<file path="src/rtl/dbg_pkg.sv">
// dbg_pkg: shared state type and helpers for the SPI debug-probe scheduler
package dbg_pkg;
   typedef enum logic [2:0] {IDLE, SNAP, SHIFT, GAP, STEP} state_e;
   localparam int PROBE_W = 32;
   function automatic int frame_halves(input int w);
      return 2 * w + 1;
   endfunction
   localparam int FRAME_HALVES = frame_halves(PROBE_W);
   function automatic logic [2:0] lowest_set(input logic [7:0] m);
      logic [2:0] r;
      r = '0;
      for (int i = 7; i >= 0; i--) if (m[i]) r = 3'(i);
      return r;
   endfunction
endpackage

</file>
<file path="src/rtl/spi_frame_tx.sv">
// spi_frame_tx: one SPI mode-0 frame, MSB first, ending with a low-sck hold half-period
module spi_frame_tx
   import dbg_pkg::*;
#(
   parameter int W   = PROBE_W,
   parameter int DIV = 100
) (
   input  logic         clk,
   input  logic         rst,
   input  logic         start_i,
   input  logic [W-1:0] word_i,
   output logic         done_o,
   output logic         sck_o,
   output logic         mosi_o
);
   localparam int HALVES = frame_halves(W);
   localparam int HW = $clog2(HALVES + 1);
   localparam int CW = $clog2(DIV + 1);
   logic          act_q;
   logic [CW-1:0] cnt_q;
   logic [HW-1:0] half_q;
   logic [W-1:0]  sr_q;
   logic          sck_q, mosi_q, tick;
   assign tick   = act_q && cnt_q == '0;
   assign done_o = tick && half_q == HW'(HALVES - 1);
   assign sck_o  = sck_q;
   assign mosi_o = mosi_q;
   // leaving an odd half drops sck and presents the next bit; leaving an even half raises sck
   always_ff @(posedge clk) begin
      if (rst) begin
         act_q  <= 1'b0;
         cnt_q  <= '0;
         half_q <= '0;
         sr_q   <= '0;
         sck_q  <= 1'b0;
         mosi_q <= 1'b0;
      end else if (start_i) begin
         act_q  <= 1'b1;
         cnt_q  <= CW'(DIV - 1);
         half_q <= '0;
         sr_q   <= word_i;
         sck_q  <= 1'b0;
         mosi_q <= word_i[W-1];
      end else if (done_o) begin
         act_q  <= 1'b0;
         sck_q  <= 1'b0;
         mosi_q <= 1'b0;
      end else if (act_q) begin
         cnt_q <= tick ? CW'(DIV - 1) : cnt_q - 1'b1;
         if (tick) begin
            half_q <= half_q + 1'b1;
            sck_q  <= ~half_q[0];
            if (half_q[0]) begin
               sr_q   <= sr_q << 1;
               mosi_q <= sr_q[W-2];
            end
         end
      end
   end
endmodule

</file>
<file path="src/rtl/dbg_spi_sched.sv">
// dbg_spi_sched: snapshots probe words, sends enabled ones over shared SPI, then steps the CPU once
module dbg_spi_sched
   import dbg_pkg::*;
#(
   parameter int NCH = 4,
   parameter int W   = PROBE_W,
   parameter int DIV = 100
) (
   input  logic             clk,
   input  logic             rst,
   input  logic [NCH*W-1:0] ch_data,
   input  logic [NCH-1:0]   ch_en,
   input  logic             run,
   input  logic             step,
   output logic             cpu_ce,
   output logic             busy,
   output logic             spi_sck,
   output logic             spi_mosi,
   output logic [NCH-1:0]   spi_cs_n
);
   localparam int IW = NCH > 1 ? $clog2(NCH) : 1;
   localparam int CW = $clog2(DIV + 1);
   state_e                 state_q, state_d;
   logic [NCH-1:0][W-1:0]  data_q, ch_w;
   logic [NCH-1:0]         mask_q, mask_d, rest, cs_n_q;
   logic [IW-1:0]          idx_q, idx_d;
   logic [CW-1:0]          gcnt_q, gcnt_d;
   logic                   pend_q, pend_d, cpu_ce_q, busy_q, start, done;
   assign ch_w     = ch_data;
   assign rest     = mask_q & ~(NCH'(1) << idx_q);
   assign start    = state_d == SHIFT && state_q != SHIFT;
   assign cpu_ce   = cpu_ce_q;
   assign busy     = busy_q;
   assign spi_cs_n = cs_n_q;
   always_comb begin
      state_d = state_q;
      mask_d  = mask_q;
      idx_d   = idx_q;
      gcnt_d  = gcnt_q;
      pend_d  = pend_q | (step & (state_q != IDLE));
      case (state_q)
         IDLE: if (run || step || pend_q) begin
            state_d = SNAP;
            pend_d  = 1'b0;
         end
         SNAP: begin
            mask_d  = ch_en;
            idx_d   = IW'(lowest_set(8'(ch_en)));
            state_d = ch_en == '0 ? STEP : SHIFT;
         end
         SHIFT: if (done) begin
            state_d = GAP;
            gcnt_d  = CW'(DIV - 1);
         end
         GAP: begin
            gcnt_d = gcnt_q - 1'b1;
            if (gcnt_q == '0) begin
               mask_d  = rest;
               idx_d   = IW'(lowest_set(8'(rest)));
               state_d = rest == '0 ? STEP : SHIFT;
            end
         end
         default: state_d = IDLE;
      endcase
   end
   always_ff @(posedge clk) begin
      if (rst) begin
         state_q  <= IDLE;
         data_q   <= '0;
         mask_q   <= '0;
         idx_q    <= '0;
         gcnt_q   <= '0;
         pend_q   <= 1'b0;
         cpu_ce_q <= 1'b0;
         busy_q   <= 1'b0;
         cs_n_q   <= '1;
      end else begin
         state_q  <= state_d;
         mask_q   <= mask_d;
         idx_q    <= idx_d;
         gcnt_q   <= gcnt_d;
         pend_q   <= pend_d;
         if (state_q == SNAP) data_q <= ch_w;
         cpu_ce_q <= state_d == STEP;
         busy_q   <= state_d != IDLE;
         cs_n_q   <= state_d == SHIFT ? ~(NCH'(1) << idx_d) : '1;
      end
   end
   // the first frame starts in the SNAP cycle, before data_q holds the snapshot
   spi_frame_tx #(.W(W), .DIV(DIV)) u_tx (
      .clk     (clk),
      .rst     (rst),
      .start_i (start),
      .word_i  (state_q == SNAP ? ch_w[idx_d] : data_q[idx_d]),
      .done_o  (done),
      .sck_o   (spi_sck),
      .mosi_o  (spi_mosi)
   );
endmodule
</file>
<file path="config.mk">
export PLATFORM = sky130hd
export DESIGN_NAME = dbg_spi_sched
export DESIGN_NICKNAME = d
export VERILOG_FILES = /design/src/rtl/dbg_pkg.sv /design/src/rtl/spi_frame_tx.sv /design/src/rtl/dbg_spi_sched.sv
export SDC_FILE = /design/constraint.sdc
export NUM_CORES = 1
export LEC_CHECK = 0
export CAP_MARGIN = 10
export CORE_ASPECT_RATIO = 1.4
export CORE_MARGIN = 3
export CORE_UTILIZATION = 24
export DETAILED_ROUTE_END_ITERATION = 8
export SYNTH_ARGS = -nofsm -noshare
export SYNTH_HDL_FRONTEND = slang
export SYNTH_SLANG_ARGS = --single-unit
</file>
<file path="constraint.sdc">
create_clock -name clk -period 2.7 [get_ports clk]
set_input_delay 0.54 -clock clk [delete_from_list [all_inputs] [get_ports clk]]
set_output_delay 0.54 -clock clk [all_outputs]
set_load 0.01 [all_outputs]
</file>
After elaboration in Yosys (flattened, before gate mapping)
Index checks and enable logic that the tools add are counted.
{ "totals": {"out_inout_bits": 8, "mem_bits_rw": 0, "wordCells": 118, "romBits": 0, "memories": 0, "latch_bits": 0, "in_bits": 136, "register_bits": 199} }
{ "classes": {"n_mux": 43, "bitwise": 8, "add_sub_neg": 3, "order_cmp": 1, "n_div": 0, "shift": 2, "n_eq_ne": 10, "reduce_logical": 32, "mul": 0} }
{ "ops": {"columns": ["cell", "n"], "rows": [
  ["$mux 31", 5],
  ["$bmux 32 s2", 2],
  ["$mux 32", 3],
  ["$mux 7", 5],
  ["$mux 2", 9],
  ["$mux 3", 5],
  ["$reduce_bool 3->1", 5],
  ["$logic_not 7->1", 2],
  ["$pmux 7 s2", 1],
  ["$sub 7x1->7 const B", 2],
  ["$pmux 3 s4", 1],
  ["$reduce_bool 2->1", 6],
  ["$reduce_and 2->1", 5],
  ["$eq 3x2->1 const B", 3],
  ["$mux 1", 9],
  ["$logic_not 4->1", 2],
  ["$not 4->4", 2],
  ["$pmux 4 s2", 1],
  ["$shl 1x2->4 const A", 2],
  ["$add 7x1->7 const B", 1],
  ["$eq 7x7->1 const B", 1],
  ["$ne 2x2->1 const B", 3],
  ["$reduce_and 3->1", 2],
  ["$and 4x4->4", 1],
  ["15 further kinds", 21]
]} }

Logic depth before layout (Yosys ltp)
{ "logic_depth": {"depth_word": 13, "depth_mapped": 10, "depth_no_buf": 8} }

By module
From an unflattened synthesis, not the netlist that was laid out.
{ "unflattened": {"cells_unflattened": 954, "hier_area_um2": 9130.0} }
{ "by_module_without_submodules": {"columns": ["mod", "n_inst", "area_per_inst_um2", "cells_per_inst", "seq_area_each_um2"], "rows": [
  ["dbg_spi_sched", 1, 6732.7, 665, 3022.9],
  ["spi_frame_tx", 1, 2397.3, 289, 960.9]
]} }

Worst setup path before layout
No wires, ideal clock.
{ "synth_path": {"path_kind": "register to register", "start": "register gcnt_q[0]", "end": "register u_tx.sr_q[25]", "path_buffers": 2, "path_stages_with_launch": 11, "synth_period_minus_slack_ns": 2.377, "t_required_ns": 2.584, "setup_slack_ns": 0.323, "setup_time_ns": 0.116, "arrival_time_ns": 2.261, "cell_sequence": "dfxtp_1 inv_1 ha_1 or4b_4 o311ai_4 and2_4 nand2_4 buf_6 buf_6 a211o_1 a41o_1"} }
{ "synth_via": {"elab_chain_len": 7, "elab_cells_between_ends": 18, "cone_classes": "2 x eq/ne; 10 x mux; 6 x reduce/logical"} }
{ "synth_lines": {"columns": ["item", "line", "source"], "rows": [
  ["start: declaration", "dbg_spi_sched.sv:27", "logic [CW-1:0] gcnt_q, gcnt_d;"],
  ["start signal: assignment", "dbg_spi_sched.sv:81", "gcnt_q <= gcnt_d;"],
  ["$logic_not 7->1 *", "dbg_spi_sched.sv:57", "if (gcnt_q == '0) begin"],
  ["$mux 3 or $mux 2 (tied branches)", "dbg_spi_sched.sv:57", null],
  ["$pmux 3 s4 or $pmux 2 s2 (tied branches)", "dbg_spi_sched.sv:41", "case (state_q)"],
  ["$eq 3x2->1 or $bmux 32 s2 (tied branches)", "dbg_spi_sched.sv:31, dbg_spi_sched.sv:94", null],
  ["$logic_and 1x1->1 or $mux 32 (tied branches)", "dbg_spi_sched.sv:31, dbg_spi_sched.sv:94", null],
  ["$ne 2x2->1 (no line) (tied with other cells)", null, null],
  ["$reduce_and 4->1 (no line) or $mux 31 (tied branches)", null, null],
  ["end signal: assignment", "spi_frame_tx.sv:41", "sr_q <= word_i;"],
  ["end signal: assignment", "spi_frame_tx.sv:54", "sr_q <= sr_q << 1;"],
  ["end: declaration", "spi_frame_tx.sv:22", "logic [W-1:0] sr_q;"]
]} }
Every way passes the cells marked *; elsewhere a longest branch is shown, timed or not. The select of a mux whose other input is x is not followed.
A chain may end at the register's enable or synchronous reset.

Final worst setup path
{ "layout_path": {"start": "register gcnt_q[1]", "end": "register u_tx.sr_q[17]"} }
The elaborated chain is that of the path after synthesis.

==> results_dict.tcl <==
set metrics [dict create \
    dieArea_um2 44500 \
    grt_most_used_layer "met2" \
    clk_path_buf_depth 2 \
    diodes 0 \
    grt_usage_pct 14.6 \
    min_path_type "reg -> reg" \
    setup_viol 0 \
    status "complete, no violations" \
    cts_buffers 17 \
    cpPeakStageDelay_ps 500 \
    avgRoutedWirePerCell_um 17.0 \
    synth_nets 1425 \
    yosys-top-cells-area "dfxtp_1 (40%), nand2_1 (13%), a21oi_1 (8.7%), a211o_1 (5.0%), and3_1 (4.0%)" \
    cts_tree "built" \
    async_flop_share_pct 0 \
    syn_area_um2 10100 \
    drtIter0Drc 682 \
    synth-edff-count 0 \
    gp_congestion 0.797 \
    setup.worst_path.start "gcnt_q[1]" \
    grt_pass1_vias 9623 \
    ys_seq_area_share_pct 39.6 \
    arrival_ps 2930 \
    fin_crit_sh_pct 95.4 \
    worst_pin_slew_ps 915 \
    path_max_fanout 22 \
    postSynthAreaPerCell_um2 7.84 \
    slew_viol_final 0 \
    cp-start-kind "register" \
    use_met2_pct 25.9 \
    vias_per_cell 5.06 \
    rsz0062_at_grt "yes" \
    syn_to_final_growth_pct 28.2 \
    postSynthCellCount 1284 \
    rows 88 \
    globalRouteOverflowTotal 0 \
    synth_top_area_share_pct 39.6 \
    port_buffers 143 \
    htree_levels 4 \
    synth_top_area_cell "dfxtp_1" \
    post-route-util_pct 31.2 \
    synth_flop_cell "dfxtp_1" \
    coreArea_um2 41300 \
    io_pins 144 \
    mostFrequentLayoutCells "nand2_1 (337), dfxtp_1 (198), a21oi_1 (174)" \
    cp.depth 10 \
    hold_violations 0 \
    fp.dieH_um 248 \
    ant_nets 0 \
    finalSetupTns_ps 0 \
    crit_path_end "u_tx.sr_q[17]" \
    ys_warn_count 0 \
    vias 9782 \
    fp.dieW_um 179 \
    holdWs_ps 449 \
    drive_above_1_share_pct 9.62 \
    synth.distinct_cells 62 \
    path_class "reg -> reg" \
    clk_latency_ps 460 \
    slew_headroom_pct 39.0 \
    fillers 4388 \
    cpLargestDelayFamily "simple AND/OR/NAND/NOR gates" \
    drt_pass1_iterations 5 \
    antenna_found_initial 0 \
    cellLeakagePower_nw 5.15 \
    fmax_ghz 0.388 \
    grt_pass1_wl_um 51000 \
    rr_startpoint "gcnt_q[1]" \
    met3_usage_pct 2.44 \
    clkSinkCount 199 \
    finalWirelength_um 32800 \
    vdd_drop_max_uv 481 \
    use_met1_pct 17.2 \
    synth-seq-cells 199 \
    start_util_pct 24.4 \
    clk_pin_slew_ps 80 \
    root_buffer "clkbuf_16" \
    drc_errors 0 \
    grt_max_degree 165 \
    cpMaxStageDelayCell "or4b_4" \
    p_total_w 0.00825 \
    hp-start "data_q[73]" \
    dp_hpwl_um 22500 \
    period_minus_slack_ps 2570 \
    crit_chain "inv_1 -> ha_1 -> or4b_4 -> o311ai_4 -> buf_4 -> nand2_2 -> buf_12 -> nor4_1 -> a31oi_1 -> a41o_1" \
    cap_violations 0 \
    r2r_setup_slack_ps 130 \
    num-nets-final 1521 \
    reg2reg_to "u_tx.sr_q[17]" \
    mostFrequentLayoutCell "nand2_1" \
    path_buf_inv 3 \
    crit_required_ps 3050 \
    r2r_cells 10 \
    fin_worst_skew_ps 14.7 \
    p_per_area_nw_per_um2 640 \
    end_kind "register" \
]
stage by stage:
step                      cell area, um^2  instances  worst slack [ps]
after floorplan                     10100       1284               323
after global placement              12300       1900             -13.9
after detailed placement            12300       1900             -17.4
after CTS                           12900       1932               105
after global routing                12900       1933             -13.0
final                               12900       1933               125
routing by layer:
layer / up-vias / part of all wire, %
met5: - / 0
met4: 0 / 3.6
met3: 52 / 4.2
met2: 291 / 51
met1: 4673 / 42
li1: 4766 / -
kinds of logic (layout without fill, tap and decap cells):
group                      count (synthesis)  count (layout)  synth area share (%)
buffers and inverters                    125             234                  5.16
muxes                                     67              67                  7.04
DFF                                      199             199                  39.6
and+or+nand+nor                          533             533                  24.1
adders and majority gates                  5               5                 0.622
xor gates and xnor gates                  12              12                  1.04
AOI/OAI and AO/OA                        343             343                  22.4
area by class of cell:
class | instances | area, um^2 | area share, %
Sequential cell | 199 | 3990 | 30.9
Timing Repair Buffer | 192 | 1980 | 15.3
Clock inverter | 14 | 163 | 1.26
Inverter | 10 | 37.5 | 0.291
Tap cell | 540 | 676 | 5.24
Clock buffer | 18 | 429 | 3.33
Multi-Input combinational cell | 960 | 5640 | 43.7
registers in the layout, summed over array words and instances, names as in the netlist:
register     cells
data_q         128
u_tx.sr_q       31
gcnt_q           7
u_tx.cnt_q       7
u_tx.half_q      7
mask_q           4
spi_cs_n         4
state_q          3
idx_q            2
busy             1
cpu_ce           1
pend_q           1
u_tx.act_q       1
u_tx.mosi_o      1
u_tx.sck_o       1
power breakdown:
| group | switching (W) | internal (W) | total, W |
|---|---|---|---|
| Combinational | 0.00121 | 0.000974 | 0.00218 |
| Sequential | 0.000197 | 0.00324 | 0.00343 |
| Clock | 0.00125 | 0.00139 | 0.00264 |
| Total | 0.00265 | 0.00560 | 0.00825 |
repair_timing:
| action | in CTS | in global routing |
|---|---|---|
| gates resized for setup | 0 | 2 |
| hold buffers | 0 | 0 |
| setup endpoints to repair | 0 | 25 |
| setup buffers | 0 | 1 |
how the worst min path moves through the flow:
stage,endpoint,cells past startpoint,slack [ps]
finish,data_q[73],2,450
global route,data_q[14],2,470
CTS,data_q[73],2,450
detailed placement,data_q[73],2,440
global placement,data_q[29],2,440
floorplan,data_q[0],2,430
synth_stat cells, types with 4 or more instances:
cell / n
mux2i_1: 37
xnor2_1: 5
inv_1: 10
nand3_1: 11
dfxtp_1: 199
ha_1: 5
mux2_2: 30
clkbuf_1: 93
buf_6: 4
a41o_1: 29
and3_1: 65
o21ai_0: 14
a211oi_1: 6
buf_1: 4
nor3b_1: 5
xor2_1: 7
a21oi_1: 174
o31ai_1: 4
nor2_1: 28
nand2_1: 338
and2_1: 4
buf_2: 11
nor3_1: 16
a211o_1: 58
nor2b_1: 5
nor4_1: 33
or2_2: 5
nand4_1: 5
a31oi_1: 31
worst register-to-register path: cells and delay by family, from the launching register on:
kind                     cells  cell delay, ps
AO/OA/AOI/OAI                3             600
adder cells (fa/ha/maj)      1             180
buffers and inverters        3             410
flip-flops                   1             340
AND/OR/NAND/NOR              3             960
(Power assumes the default switching activity.)
